<file path="src/rtl/osd_vram_pkg.sv">
// Shared definitions for the OSD character VRAM write scheduler:
// FSM state encoding, default geometry and the last fill address.
package osd_vram_pkg;

  localparam int unsigned C_AW_DEF = 10;
  localparam int unsigned C_DW_DEF = 8;

  localparam int unsigned FILL_END_ADDR = (1 << C_AW_DEF) - 1;

  typedef enum logic {
    S_IDLE = 1'b0,
    S_FILL = 1'b1
  } state_t;

endpackage

</file>
<file path="src/rtl/osd_fill_ctr.sv">
// Fill address counter with clock enable, synchronous clear and a
// terminal-count flag that marks the last VRAM address of the screen.
module osd_fill_ctr
  import osd_vram_pkg::*;
#(
  parameter int unsigned C_AW = C_AW_DEF
) (
  input  logic            clk_i,
  input  logic            rst_i,
  input  logic            ce_i,
  input  logic            clr_i,
  input  logic            en_i,
  output logic [C_AW-1:0] cnt_o,
  output logic            tc_o
);

  localparam logic [C_AW-1:0] LAST = '1;

  logic [C_AW-1:0] cnt_q, cnt_d;

  always_comb begin
    cnt_d = cnt_q;
    if (clr_i)
      cnt_d = '0;
    else if (en_i)
      cnt_d = cnt_q + 1'b1;
  end

  always_ff @(posedge clk_i or posedge rst_i) begin
    if (rst_i)
      cnt_q <= '0;
    else if (ce_i)
      cnt_q <= cnt_d;
  end

  assign cnt_o = cnt_q;
  assign tc_o  = (cnt_q == LAST);

endmodule

</file>
<file path="src/rtl/osd_vram_sched.sv">
// Arbitrates the single OSD VRAM write port between the CPU and the screen
// fill engine. Define OSD_VRAM_VBLANK_GATE_EN to restrict fill writes to VBLANK.
module osd_vram_sched
  import osd_vram_pkg::*;
#(
  parameter int unsigned C_AW = C_AW_DEF,
  parameter int unsigned C_DW = C_DW_DEF
) (
  input  logic            CK_i,
  input  logic            AR_i,
  input  logic            CK_EE_i,
  input  logic            VBLANK_i,
  input  logic            CPU_REQ_i,
  input  logic [C_AW-1:0] CPU_WAs_i,
  input  logic [C_DW-1:0] CPU_WDs_i,
  output logic            CPU_ACK_o,
  input  logic            FILL_REQ_i,
  input  logic [C_DW-1:0] FILL_CHRs_i,
  output logic            BUSY_o,
  output logic            DONE_o,
  output logic [C_AW-1:0] VRAM_WAs_o,
  output logic [C_DW-1:0] VRAM_WDs_o,
  output logic            VRAM_WE_o
);

  state_t          state_q, state_d;
  logic            cool_q, cool_d;
  logic            ack_q, ack_d;
  logic            done_q, done_d;
  logic            we_q, we_d;
  logic [C_AW-1:0] wa_q, wa_d;
  logic [C_DW-1:0] wd_q, wd_d;
  logic [C_DW-1:0] chr_q, chr_d;

  logic            fill_ok;
  logic            cpu_gnt;
  logic            fill_gnt;
  logic            ctr_clr;
  logic            ctr_en;
  logic [C_AW-1:0] ctr_cnt;
  logic            ctr_tc;

`ifdef OSD_VRAM_VBLANK_GATE_EN
  assign fill_ok = VBLANK_i;
`else
  logic unused_vblank;
  assign unused_vblank = VBLANK_i;
  assign fill_ok       = 1'b1;
`endif

  // Cooloff gives the fill engine every slot right after a CPU write.
  assign cpu_gnt  = CPU_REQ_i && !cool_q;
  assign fill_gnt = !cpu_gnt && (state_q == S_FILL) && fill_ok;

  osd_fill_ctr #(
    .C_AW (C_AW)
  ) u_fill_ctr (
    .clk_i (CK_i),
    .rst_i (AR_i),
    .ce_i  (CK_EE_i),
    .clr_i (ctr_clr),
    .en_i  (ctr_en),
    .cnt_o (ctr_cnt),
    .tc_o  (ctr_tc)
  );

  always_comb begin
    state_d = state_q;
    cool_d  = cpu_gnt;
    ack_d   = 1'b0;
    done_d  = 1'b0;
    we_d    = 1'b0;
    wa_d    = wa_q;
    wd_d    = wd_q;
    chr_d   = chr_q;
    ctr_clr = 1'b0;
    ctr_en  = 1'b0;

    if (cpu_gnt) begin
      wa_d  = CPU_WAs_i;
      wd_d  = CPU_WDs_i;
      we_d  = 1'b1;
      ack_d = 1'b1;
    end else if (fill_gnt) begin
      wa_d   = ctr_cnt;
      wd_d   = chr_q;
      we_d   = 1'b1;
      ctr_en = 1'b1;
      if (ctr_tc) begin
        state_d = S_IDLE;
        done_d  = 1'b1;
      end
    end

    // Fill start is only accepted when idle, so a repeat request cannot restart it.
    if (state_q == S_IDLE && FILL_REQ_i) begin
      state_d = S_FILL;
      chr_d   = FILL_CHRs_i;
      ctr_clr = 1'b1;
    end
  end

  always_ff @(posedge CK_i or posedge AR_i) begin
    if (AR_i) begin
      state_q <= S_IDLE;
      cool_q  <= 1'b0;
      ack_q   <= 1'b0;
      done_q  <= 1'b0;
      we_q    <= 1'b0;
      wa_q    <= '0;
      wd_q    <= '0;
      chr_q   <= '0;
    end else if (CK_EE_i) begin
      state_q <= state_d;
      cool_q  <= cool_d;
      ack_q   <= ack_d;
      done_q  <= done_d;
      we_q    <= we_d;
      wa_q    <= wa_d;
      wd_q    <= wd_d;
      chr_q   <= chr_d;
    end
  end

  assign CPU_ACK_o  = ack_q;
  assign DONE_o     = done_q;
  assign BUSY_o     = (state_q == S_FILL);
  assign VRAM_WE_o  = we_q;
  assign VRAM_WAs_o = wa_q;
  assign VRAM_WDs_o = wd_q;

endmodule

</file>
<file path="config.mk">
export PLATFORM = sky130hd
export DESIGN_NAME = osd_vram_sched
export DESIGN_NICKNAME = d
export VERILOG_FILES = /design/src/rtl/osd_vram_pkg.sv /design/src/rtl/osd_fill_ctr.sv /design/src/rtl/osd_vram_sched.sv
export SDC_FILE = /design/constraint.sdc
export NUM_CORES = 1
export LEC_CHECK = 0
export ABC_AREA = 1
export CAP_MARGIN = 20
export CORE_AREA = 2 2 121 76
export DETAILED_ROUTE_END_ITERATION = 6
export DIE_AREA = 0 0 123 78
export SYNTH_ARGS = -nofsm -noshare
export SYNTH_HDL_FRONTEND = slang
export SYNTH_HIERARCHICAL = 1
export SYNTH_SLANG_ARGS = --single-unit
</file>
<file path="constraint.sdc">
create_clock -name CK_i -period 4 [get_ports CK_i]
set_input_delay 1.2 -clock CK_i [delete_from_list [all_inputs] [get_ports CK_i]]
set_output_delay 1.2 -clock CK_i [all_outputs]
set_load 0.01 [all_outputs]
</file>
==> flow_metrics.env <==
export IMPL_placed_cells=439
export IMPL_final_cells=447
export IMPL_cp_data_required_time_ns=4.23
export IMPL_critPathKind="input port to flop"
export IMPL_synth_top_family_by_area="simple AND/OR/NAND/NOR gates"
export IMPL_antenna_cells=0
export IMPL_rsz0062_at_grt="no"
export IMPL_tritoncts="built"
export IMPL_wirelength_um=5981
export IMPL_grt_max_degree=31
export IMPL_dieArea_mm2=0.009594
export IMPL_worstSetupEndpointType="flop"
export IMPL_fin_worst_skew_ns=0.003521
export IMPL_syn_area_mm2=0.002068
export IMPL_synth_xor_area_share_pct=0.4235
export IMPL_critPathArrivalTime_ns=3.05
export IMPL_vias=2006
export IMPL_synth_seq_cells=40
export IMPL_grt_pass1_wl_um=10050
export IMPL_cts_setup_buffers=0
export IMPL_synth_cell_types=22
export IMPL_crit_path_frequent_cell="nand2_1"
export IMPL_power_switching_share_pct=32.78
export IMPL_cp_cell_sequence="clkdlybuf4s50_1 > nand2_2 > a21oi_4 > nand2_1 > nand2_1"
export IMPL_dieWidth_um=123
export IMPL_cp_slowest_stage_delay_ns=0.72
export IMPL_synthAdderAreaFrac_pct=0.6050
export IMPL_worst_setup_path_start_kind="input port"
export IMPL_power_frac_comb_pct=29.1
export IMPL_setup_viol=0
export IMPL_finalHoldViolCount=0
export IMPL_cap_violations=0
export IMPL_ir_drop_uv=160.0
export IMPL_clk_pin_slew_ns=0.06
export IMPL_yosysSeqAreaShare_pct=48.40
export IMPL_final_util_pct=33.65
export IMPL_cts_root_buf="clkbuf_16"
export IMPL_p_int_uw=963.6
export IMPL_layout_nets=367
export IMPL_power_frac_clock_pct=29.2
export IMPL_syn2layout_area_growth_pct=36.54
export IMPL_hold_buffers=0
export IMPL_relSlewSlack_pct=61.14
export IMPL_leakage_uw=0.001401
export IMPL_antenna_found_initial=0
export IMPL_die_y_um=78
export IMPL_status="complete, no violations"
export IMPL_rows=26
export IMPL_multi_input_area_um2=922.1
export IMPL_clk_latency_ns=0.29
export IMPL_max_freq_ghz=0.3545
export IMPL_postSynthAreaPerCell_um2=7.308
export IMPL_ant_nets=0
export IMPL_tightest_slew_ns=0.5811
export IMPL_drc=0
export IMPL_fin_crit_ns=2.821
export IMPL_drtIter0Drc=120
export IMPL_hpwlAfterDp_um=4294
export IMPL_fp_coreArea_mm2=0.008393
export IMPL_seq_area_mm2=0.001001
export IMPL_htree_levels=2
export IMPL_synth_area_mux_share_pct=0
export IMPL_cts_buffer_depth=2
export IMPL_pwr_share_seq_pct=41.8
export IMPL_maxSlewViolCount=0
export IMPL_finalSetupTns_ns=0
export IMPL_yosys_warnings=6
export IMPL_viasPerCell=4.488
export IMPL_syn_nets=316
export IMPL_clock_sinks=40
export IMPL_grt_pass1_vias=2065
export IMPL_cts_resized=0
export IMPL_pin_count=54
export IMPL_cts_buffers_inserted=5
export IMPL_cp_max_fo=22
export IMPL_layout_drive_gt1_share_pct=7.164
export IMPL_switchingPower_uw=469.9
export IMPL_power_density_mw_per_mm2=507.6
export IMPL_portBuffers=52
export IMPL_grt_total_usage_pct=13.59
export IMPL_first_pass_iters=4
export IMPL_initial_core_util_pct=24.64
export IMPL_hold_ws_ns=0.4750
export IMPL_fin_crit_sh_pct=70.53
export IMPL_detailed_place_area_mm2=0.002674
export IMPL_routedWlPerCell_um=13.38
export IMPL_syn_inst=283
export IMPL_place_gp_congestion=0.8590
export IMPL_crit_slowest_cell="clkdlybuf4s50_1"
export IMPL_hold_class="flop to flop"
export IMPL_final_area_mm2=0.002824
export IMPL_synth_compound_area_share_pct=3.509
export IMPL_synthSimpleGateAreaFrac_pct=40.05
export IMPL_grt_overflow_total=0
export IMPL_fill_cells=923
[synth_stat cells (all sizes together)]
master / n / share of area [%]
buf: 10 / 3.4
o21ai: 7 / 1.9
nand3b: 1 / 0.36
nor3: 1 / 0.24
nor2: 21 / 4.4
ha: 1 / 0.60
dfrtp: 40 / 48
xor2: 1 / 0.42
inv: 20 / 3.6
nand2: 141 / 26
a21oi: 3 / 1.3
o21bai: 1 / 0.36
nand3: 32 / 7.7
nand4: 4 / 1.2
[per-layer routing]
layer | track usage (%) | share of wire, % | vias up
met5 | 0 | 0 | -
met4 | 4.205 | 1.4 | 0
met3 | 4.559 | 8.1 | 10
met2 | 19.94 | 42 | 55
met1 | 18.78 | 49 | 959
li1 | - | - | 982
[per-stage QoR]
stage	setup slack [ns]	total power, µW
2_1_floorplan	1.801	825.0
3_3_place_gp	0.9049	1016
3_5_place_dp	0.8689	1025
4_1_cts	1.171	1452
5_1_grt	0.9107	1536
6_report	1.179	1433
[flip-flops by register name, indices dropped and copies added, names as in the netlist]
| register | flops |
|---|---|
| BUSY_o | 1 |
| DONE_o | 1 |
| VRAM_WAs_o | 10 |
| VRAM_WDs_o | 8 |
| VRAM_WE_o | 1 |
| chr_q | 8 |
| cool_q | 1 |
| u_fill_ctr/cnt_o | 10 |
[power by group through the flow]
stage | Combinational [µW] | Clock [µW] | Sequential [µW]
2_1_floorplan | 215 | 0 | 610
3_3_place_gp | 412 | 0 | 604
3_5_place_dp | 421 | 0 | 603
4_1_cts | 424 | 429 | 600
5_1_grt | 475 | 444 | 616
6_report | 416 | 418 | 599
[cell type report]
type                            count  share of cell area, %
Clock inverter                      1                 0.2658
Timing Repair Buffer               54                  18.96
Sequential cell                    40                  35.45
Multi-Input combinational cell    213                  32.65
Clock buffer                        7                  5.051
Inverter                           20                  2.658
Tap cell                          112                  4.962
[worst paths after layout]
path,startpoint,end,slack (ns),cells after the start
setup / recovery,CPU_REQ_i,VRAM_WAs_o[9],1.18,5
hold / removal,chr_q[5],chr_q[5],0.47,2
setup reg to reg,cool_q,VRAM_WAs_o[9],2.14,5
hold reg to reg,chr_q[5],chr_q[5],0.47,2
max in group asynchronous,AR_i,chr_q[4],2.37,3
min in group asynchronous,AR_i,u_fill_ctr/cnt_o[0],1.23,2
[logic make-up (layout without fill, tap and decap cells)]
group | after synthesis | in the layout
DFF | 40 | 40
AOI/OAI and AO/OA | 11 | 11
buffers and inverters | 30 | 82
and+or+nand+nor | 200 | 200
adders and majority gates | 1 | 1
xor gates and xnor gates | 1 | 1
[cell usage in the layout, fill, tap and decap left out, drive strengths merged]
cell type	instances
o21bai	1
dfrtp	40
o21ai	7
ha	1
a21oi	3
clkinvlp	1
nand3	32
inv	20
clkbuf	7
nor3	1
clkdlybuf4s50	52
xor2	1
nand3b	1
buf	2
nand2	141
nor2	21
nand4	4
[critical path, delay by kind of cell]
family	cells	cell delay, ns
buffers and inverters	1	0.72
and+or+nand+nor	3	0.58
AOI/OAI and AO/OA	1	0.54
No activity file was read; power rests on OpenSTA's default activity.
